## config.mk

```make
export PLATFORM = sky130hd
export DESIGN_NAME = router_pkt_fifo
export DESIGN_NICKNAME = d
export VERILOG_FILES = /design/src/rtl/router_pkg.sv /design/src/rtl/router_fifo_ram.sv /design/src/rtl/router_pkt_fifo.sv
export SDC_FILE = /design/constraint.sdc
export NUM_CORES = 1
export LEC_CHECK = 0
export BUFFER_PORTS_ARGS = -buffer_cell sky130_fd_sc_hd__buf_4
export CAP_MARGIN = 20
export CORE_ASPECT_RATIO = 1.25
export CORE_MARGIN = 2
export CORE_UTILIZATION = 50
export DETAILED_ROUTE_END_ITERATION = 10
export PLACE_DENSITY = 0.67
export SLEW_MARGIN = 20
export SYNTH_ARGS = -nofsm -noshare
export SYNTH_HDL_FRONTEND = slang
export SYNTH_HIERARCHICAL = 1
export SYNTH_SLANG_ARGS = --single-unit
```

## constraint.sdc

```tcl
create_clock -name clock -period 3.8 [get_ports clock]
set_clock_uncertainty 0.05 [all_clocks]
set_input_delay 0.38 -clock clock [delete_from_list [all_inputs] [get_ports clock]]
set_output_delay 0.38 -clock clock [all_outputs]
set_load 0.02 [all_outputs]
```

## src/rtl/router_pkg.sv

```systemverilog
// rtl/router_pkg.sv - shared constants and helpers for the router packet FIFO
package router_pkg;

  localparam int DATA_W_DEF = 8;
  localparam int LEN_LSB    = 2;
  localparam int ADDR_MSB   = 1;
  localparam int ADDR_LSB   = 0;

  function automatic int len_msb(input int data_w);
    return data_w - 1;
  endfunction

  function automatic int clog2(input int n);
    int r;
    r = 0;
    for (int i = 0; i < 31; i++) begin
      if ((1 << i) < n) r = i + 1;
    end
    return r;
  endfunction

endpackage

```

## src/rtl/router_fifo_ram.sv

```systemverilog
// rtl/router_fifo_ram.sv - word storage: synchronous write, asynchronous read
module router_fifo_ram
  import router_pkg::*;
#(
  parameter int WORD_W = 9,
  parameter int DEPTH  = 16
) (
  input  logic                      clock,
  input  logic                      we,
  input  logic [clog2(DEPTH)-1:0]   waddr,
  input  logic [WORD_W-1:0]         wdata,
  input  logic [clog2(DEPTH)-1:0]   raddr,
  output logic [WORD_W-1:0]         rdata
);

  logic [WORD_W-1:0] mem [DEPTH];

  always_ff @(posedge clock) begin
    if (we) mem[waddr] <= wdata;
  end

  assign rdata = mem[raddr];

endmodule

```

## src/rtl/router_pkt_fifo.sv

```systemverilog
// rtl/router_pkt_fifo.sv - packet-aware FIFO for one router output channel
module router_pkt_fifo
  import router_pkg::*;
#(
  parameter int DATA_W   = DATA_W_DEF,
  parameter int DEPTH    = 16,
  parameter int AF_LEVEL = 14
) (
  input  logic                    clock,
  input  logic                    resetn,
  input  logic                    soft_reset,
  input  logic                    write_enb,
  input  logic                    lfd_state,
  input  logic [DATA_W-1:0]       data_in,
  input  logic                    read_enb,
  output logic [DATA_W-1:0]       data_out,
  output logic                    rd_sop,
  output logic                    rd_eop,
  output logic                    full,
  output logic                    empty,
  output logic                    almost_full,
  output logic [clog2(DEPTH):0]   count,
  output logic                    overflow
);

  localparam int AW      = clog2(DEPTH);
  localparam int CW      = AW + 1;
  localparam int RW      = DATA_W - 1;
  localparam int LEN_MSB = len_msb(DATA_W);
  localparam int LW      = LEN_MSB - LEN_LSB + 1;
  localparam logic [CW-1:0] FULL_CNT = CW'(DEPTH);
  localparam logic [CW-1:0] AF_CNT   = CW'(AF_LEVEL);
  localparam logic [AW-1:0] PTR_ONE  = {{(AW-1){1'b0}}, 1'b1};
  localparam logic [CW-1:0] CNT_ONE  = {{(CW-1){1'b0}}, 1'b1};
  localparam logic [RW-1:0] REM_ONE  = {{(RW-1){1'b0}}, 1'b1};

  logic [AW-1:0]     wr_ptr_q, wr_ptr_d, rd_ptr_q, rd_ptr_d;
  logic [CW-1:0]     count_q, count_d;
  logic [DATA_W-1:0] data_out_q, data_out_d;
  logic              rd_sop_q, rd_sop_d, rd_eop_q, rd_eop_d;
  logic              overflow_q, overflow_d;
  logic [RW-1:0]     rem_q, rem_d;
  logic              rd_fire, wr_fire, ram_we;
  logic [DATA_W:0]   rd_word;
  logic [LW-1:0]     hdr_len;

  router_fifo_ram #(
    .WORD_W (DATA_W + 1),
    .DEPTH  (DEPTH)
  ) u_ram (
    .clock (clock),
    .we    (ram_we),
    .waddr (wr_ptr_q),
    .wdata ({lfd_state, data_in}),
    .raddr (rd_ptr_q),
    .rdata (rd_word)
  );

  assign full        = (count_q == FULL_CNT);
  assign empty       = (count_q == '0);
  assign almost_full = (count_q >= AF_CNT);
  assign count       = count_q;
  assign data_out    = data_out_q;
  assign rd_sop      = rd_sop_q;
  assign rd_eop      = rd_eop_q;
  assign overflow    = overflow_q;
  assign hdr_len     = rd_word[LEN_MSB:LEN_LSB];

  always_comb begin
    rd_fire    = read_enb & ~empty;
    wr_fire    = write_enb & (~full | rd_fire);
    ram_we     = wr_fire & ~soft_reset;
    wr_ptr_d   = wr_ptr_q;
    rd_ptr_d   = rd_ptr_q;
    count_d    = count_q;
    data_out_d = data_out_q;
    rd_sop_d   = rd_sop_q;
    rd_eop_d   = rd_eop_q;
    overflow_d = overflow_q;
    rem_d      = rem_q;
    if (soft_reset) begin
      wr_ptr_d   = '0;
      rd_ptr_d   = '0;
      count_d    = '0;
      data_out_d = '0;
      rd_sop_d   = 1'b0;
      rd_eop_d   = 1'b0;
      overflow_d = 1'b0;
      rem_d      = '0;
    end else begin
      if (wr_fire) wr_ptr_d = wr_ptr_q + PTR_ONE;
      if (write_enb & ~wr_fire) overflow_d = 1'b1;
      if (wr_fire & ~rd_fire) count_d = count_q + CNT_ONE;
      else if (rd_fire & ~wr_fire) count_d = count_q - CNT_ONE;
      if (rd_fire) begin
        rd_ptr_d   = rd_ptr_q + PTR_ONE;
        data_out_d = rd_word[DATA_W-1:0];
        // A header restarts the length count even if the previous packet was truncated.
        if (rd_word[DATA_W]) begin
          rem_d    = {1'b0, hdr_len} + REM_ONE;
          rd_sop_d = 1'b1;
          rd_eop_d = 1'b0;
        end else begin
          rd_sop_d = 1'b0;
          rd_eop_d = (rem_q == REM_ONE);
          if (rem_q != '0) rem_d = rem_q - REM_ONE;
        end
      end
    end
  end

  always_ff @(posedge clock or negedge resetn) begin
    if (!resetn) begin
      wr_ptr_q   <= '0;
      rd_ptr_q   <= '0;
      count_q    <= '0;
      data_out_q <= '0;
      rd_sop_q   <= 1'b0;
      rd_eop_q   <= 1'b0;
      overflow_q <= 1'b0;
      rem_q      <= '0;
    end else begin
      wr_ptr_q   <= wr_ptr_d;
      rd_ptr_q   <= rd_ptr_d;
      count_q    <= count_d;
      data_out_q <= data_out_d;
      rd_sop_q   <= rd_sop_d;
      rd_eop_q   <= rd_eop_d;
      overflow_q <= overflow_d;
      rem_q      <= rem_d;
    end
  end

endmodule

```

==> results.md <==
* Status: finished with violations
* Failing checks: DRC
* Adder-cell share of the synthesized area at 1.78%
* Largest family of logic cells by synthesized area: multiplexers
* Worst-path maximum fanout at 21
* Diode count at 0
* Syn Area/Cell at 16.7 um^2
* Number of remaining DRC errors at 6
* Final min period at 3.19 ns
* Post-Syn Area at 7440 um^2
* CTS Buf Count at 17
* Complex-gate fraction of the synthesized area at 6.76%
* Final Core Density at 58.4%
* Crit path kind: reg -> reg
* Area contributors post-synth: edfxtp_1 (58%), dfrtp_1 (10%), mux4_2 (6.4%)
* Post-Synth Simple-Gate Area at 7.27%
* WHS at 0.207 ns
* Ports at 33
* Hold Violations, Final at 0
* Port-buffer cells at 32
* Gr busiest metal: met2
* MaxCap Viol Count at 0
* Slowest library cell on the worst path: dfrtp_2
* Yosys cell types at 55
* Vias/cell at 5.90
* Remaining Overflow, GRT at 0
* Syn_nets at 470
* CP max stage delay at 0.82 ns
* CP Cell Sequence: mux4_1 -> a22oi_1 -> nand2_1 -> nor3_1 -> and3_1 -> or3_1 -> o21ai_0
* Number of global-route vias before repair at 4098
* GRT met1 Usage at roughly a quarter
* Met2 usage at 33.2%
* Routed Wire Length at 14.4 mm
* Core ar. at 14500 um^2
* Seq/Total Area, Yosys at approximately two thirds
* First-pass GRT wire length at roughly 23 mm
* Final Setup Violations at 0
* H-tree lvl count at 4
* Clk sink count at 175
* Setup_tns at 0 ns
* Pwr Total at 5.18 mW
* Xor/xnor share of the synthesized area at 0.824%
* Die area at 15900 um^2
* Pwr Density at between 600 and 700 nW/um^2
* Share of layout cells above drive strength 1 at 21.1%
* Post-DP Area at 7900 um^2
* Final Instance Area at 8460 um^2
* Die W at between 100 and 150 um
* Rel. slew slack at 33.4%
* Die H at 140 um
* Startpoint Class: register
* Critical Path RT at just over 4 ns
* Row count at 49
* Final weighted congestion in routability-driven placement at 0.783
* Ys Warns at 6
* RSZ-0062 raised after global routing: no
* Final slew viol count at 0
* Root Driver: clkbuf_16
* P&R area growth vs syn at 13.7%
* Routed via count at slightly above 4000
* Crit. End Element: register
* Commonest cells in the synthesized netlist: edfxtp_1 (144), nand2_1 (35), dfrtp_1 (31)
* Top-count cell post-synth: edfxtp_1
* Number of DRC violations after detailed-routing iteration 0 at 284
* Final Cycle Share at 83.9%
* Non-Filler Instances at around 690
* 1st-pass router iterations at 7
* Final worst slack at 0.611 ns
* Worst Hold Class: in -> reg
* EDFF count, synth at ~140
* Met3 usage at under 10%
* Hpwl dp at 9.42 mm
* Pre-CTS WS at 0.599 ns
* Initial antenna violation count at 0
* Share of the synthesized area in the top cell type at 58.1%
* Synth Register Bits at 175
* Clk Latency, worst-skew pair at 0.42 ns
* Tightest Pin Transition at 0.995 ns
* Placed cell count at 656
* # nets final at 522
* Worst VDD drop at 0.308 mV
* Post-Syn Instances at 446
* Drt wl/cell at approximately 21 um
* FFs w/ async S/R, synth at approximately 18%
* Largest area contributor in the netlist: edfxtp_1
* Lkg Pwr at a little under 3 nW
* CTS Buffer Depth at 2
* Synth Flop Type: edfxtp_1
* Mux share of post-synthesis cell area at 12.4%
* Setup Buffers After CTS at 0
* Timing-limited maximum frequency at 314 MHz
* Clock transition at path regs at around 0.06 ns
* Antenna-violating nets left at 0
* Worst EP arrival at approximately 3.4 ns
* CTS tree: yes
* Largest net degree at the start of global routing at 40
* GR Util All Layers at 19.7%
* Initial core utilization at 51.4%
==> flip-flops by register name, summed over array words and instances (netlist names) <==
signal     cells
rd_ptr_q       4
rem_q          7
u_ram/mem    144
overflow       1
wr_ptr_q       4
rd_sop         1
rd_eop         1
count          5
data_out       8
==> logic make-up after synthesis <==
| family | Yosys count |
|---|---|
| xor+xnor | 7 |
| buf+inv | 26 |
| simple gates | 115 |
| mux | 41 |
| fa+ha+maj | 10 |
| compound gates | 72 |
| flops | 175 |
==> where the power goes <==
part           internal [mW]  total (mW)  switching [mW]
Combinational          0.578        1.25           0.674
Clock                  0.902        1.61           0.705
Sequential              2.17        2.32           0.143
==> layout make-up <==
| class | instances | area [um^2] |
|---|---|---|
| multi-input combinational | 245 | 2160 |
| tap | 178 | 223 |
| clock buffer | 19 | 433 |
| inverter | 6 | 22.5 |
| fill | 1131 | 6010 |
| sequential | 175 | 5100 |
| timing repair buffer | 53 | 400 |
| clock inverter | 13 | 116 |
==> timing repair <==
item | 4_1_cts | 5_1_grt
hold endpoints to repair | 31 | 0
hold buffers | 1 | 0
resized for setup | 0 | 0
==> path summary, 6_finish.rpt <==
check	startpoint	end	slack [ns]	cells past startpoint
setup / recovery	rd_ptr_q[0]$_DFFE_PN0P_	rem_q[4]$_DFFE_PN0P_	0.61	7
hold / removal	data_in[4]	u_ram/mem[3][4]$_DFFE_PP_	0.21	1
setup reg to reg	rd_ptr_q[0]$_DFFE_PN0P_	rem_q[4]$_DFFE_PN0P_	0.61	7
hold reg to reg	overflow$_DFFE_PN0P_	overflow$_DFFE_PN0P_	0.46	2
max in group asynchronous	resetn	rd_ptr_q[0]$_DFFE_PN0P_	3.01	2
min in group asynchronous	resetn	count[4]$_DFFE_PN0P_	0.38	2
==> per-layer routing <==
layer,share of wire [%],wire length (um)
met5,0,0
met1,42,6130
met2,52,7550
met3,3.7,541
met4,1.4,206
==> critical path: cells and delay by family, from the launching register on <==
family / cells / cell delay [ns]
multiplexers: 1 / 0.63
AO/OA/AOI/OAI: 2 / 0.39
flip-flops: 1 / 0.82
AND/OR/NAND/NOR: 4 / 1.15
==> cell usage in the layout (no fill, tap or decap), types with 4 or more instances in the layout <==
cell,count
mux4_1,15
clkbuf_16,17
mux2_1,4
o21a_1,4
o21ai_0,9
xor2_1,4
clkinv_4,5
dfrtp_1,30
a21oi_1,23
ha_1,9
inv_1,6
nand3_1,13
nand2b_1,5
a22oi_1,20
or3_1,6
edfxtp_1,144
buf_4,52
mux4_2,21
nand2_1,35
nor2_1,30
nor3_1,10
No activity file was read; power rests on OpenSTA's default activity.
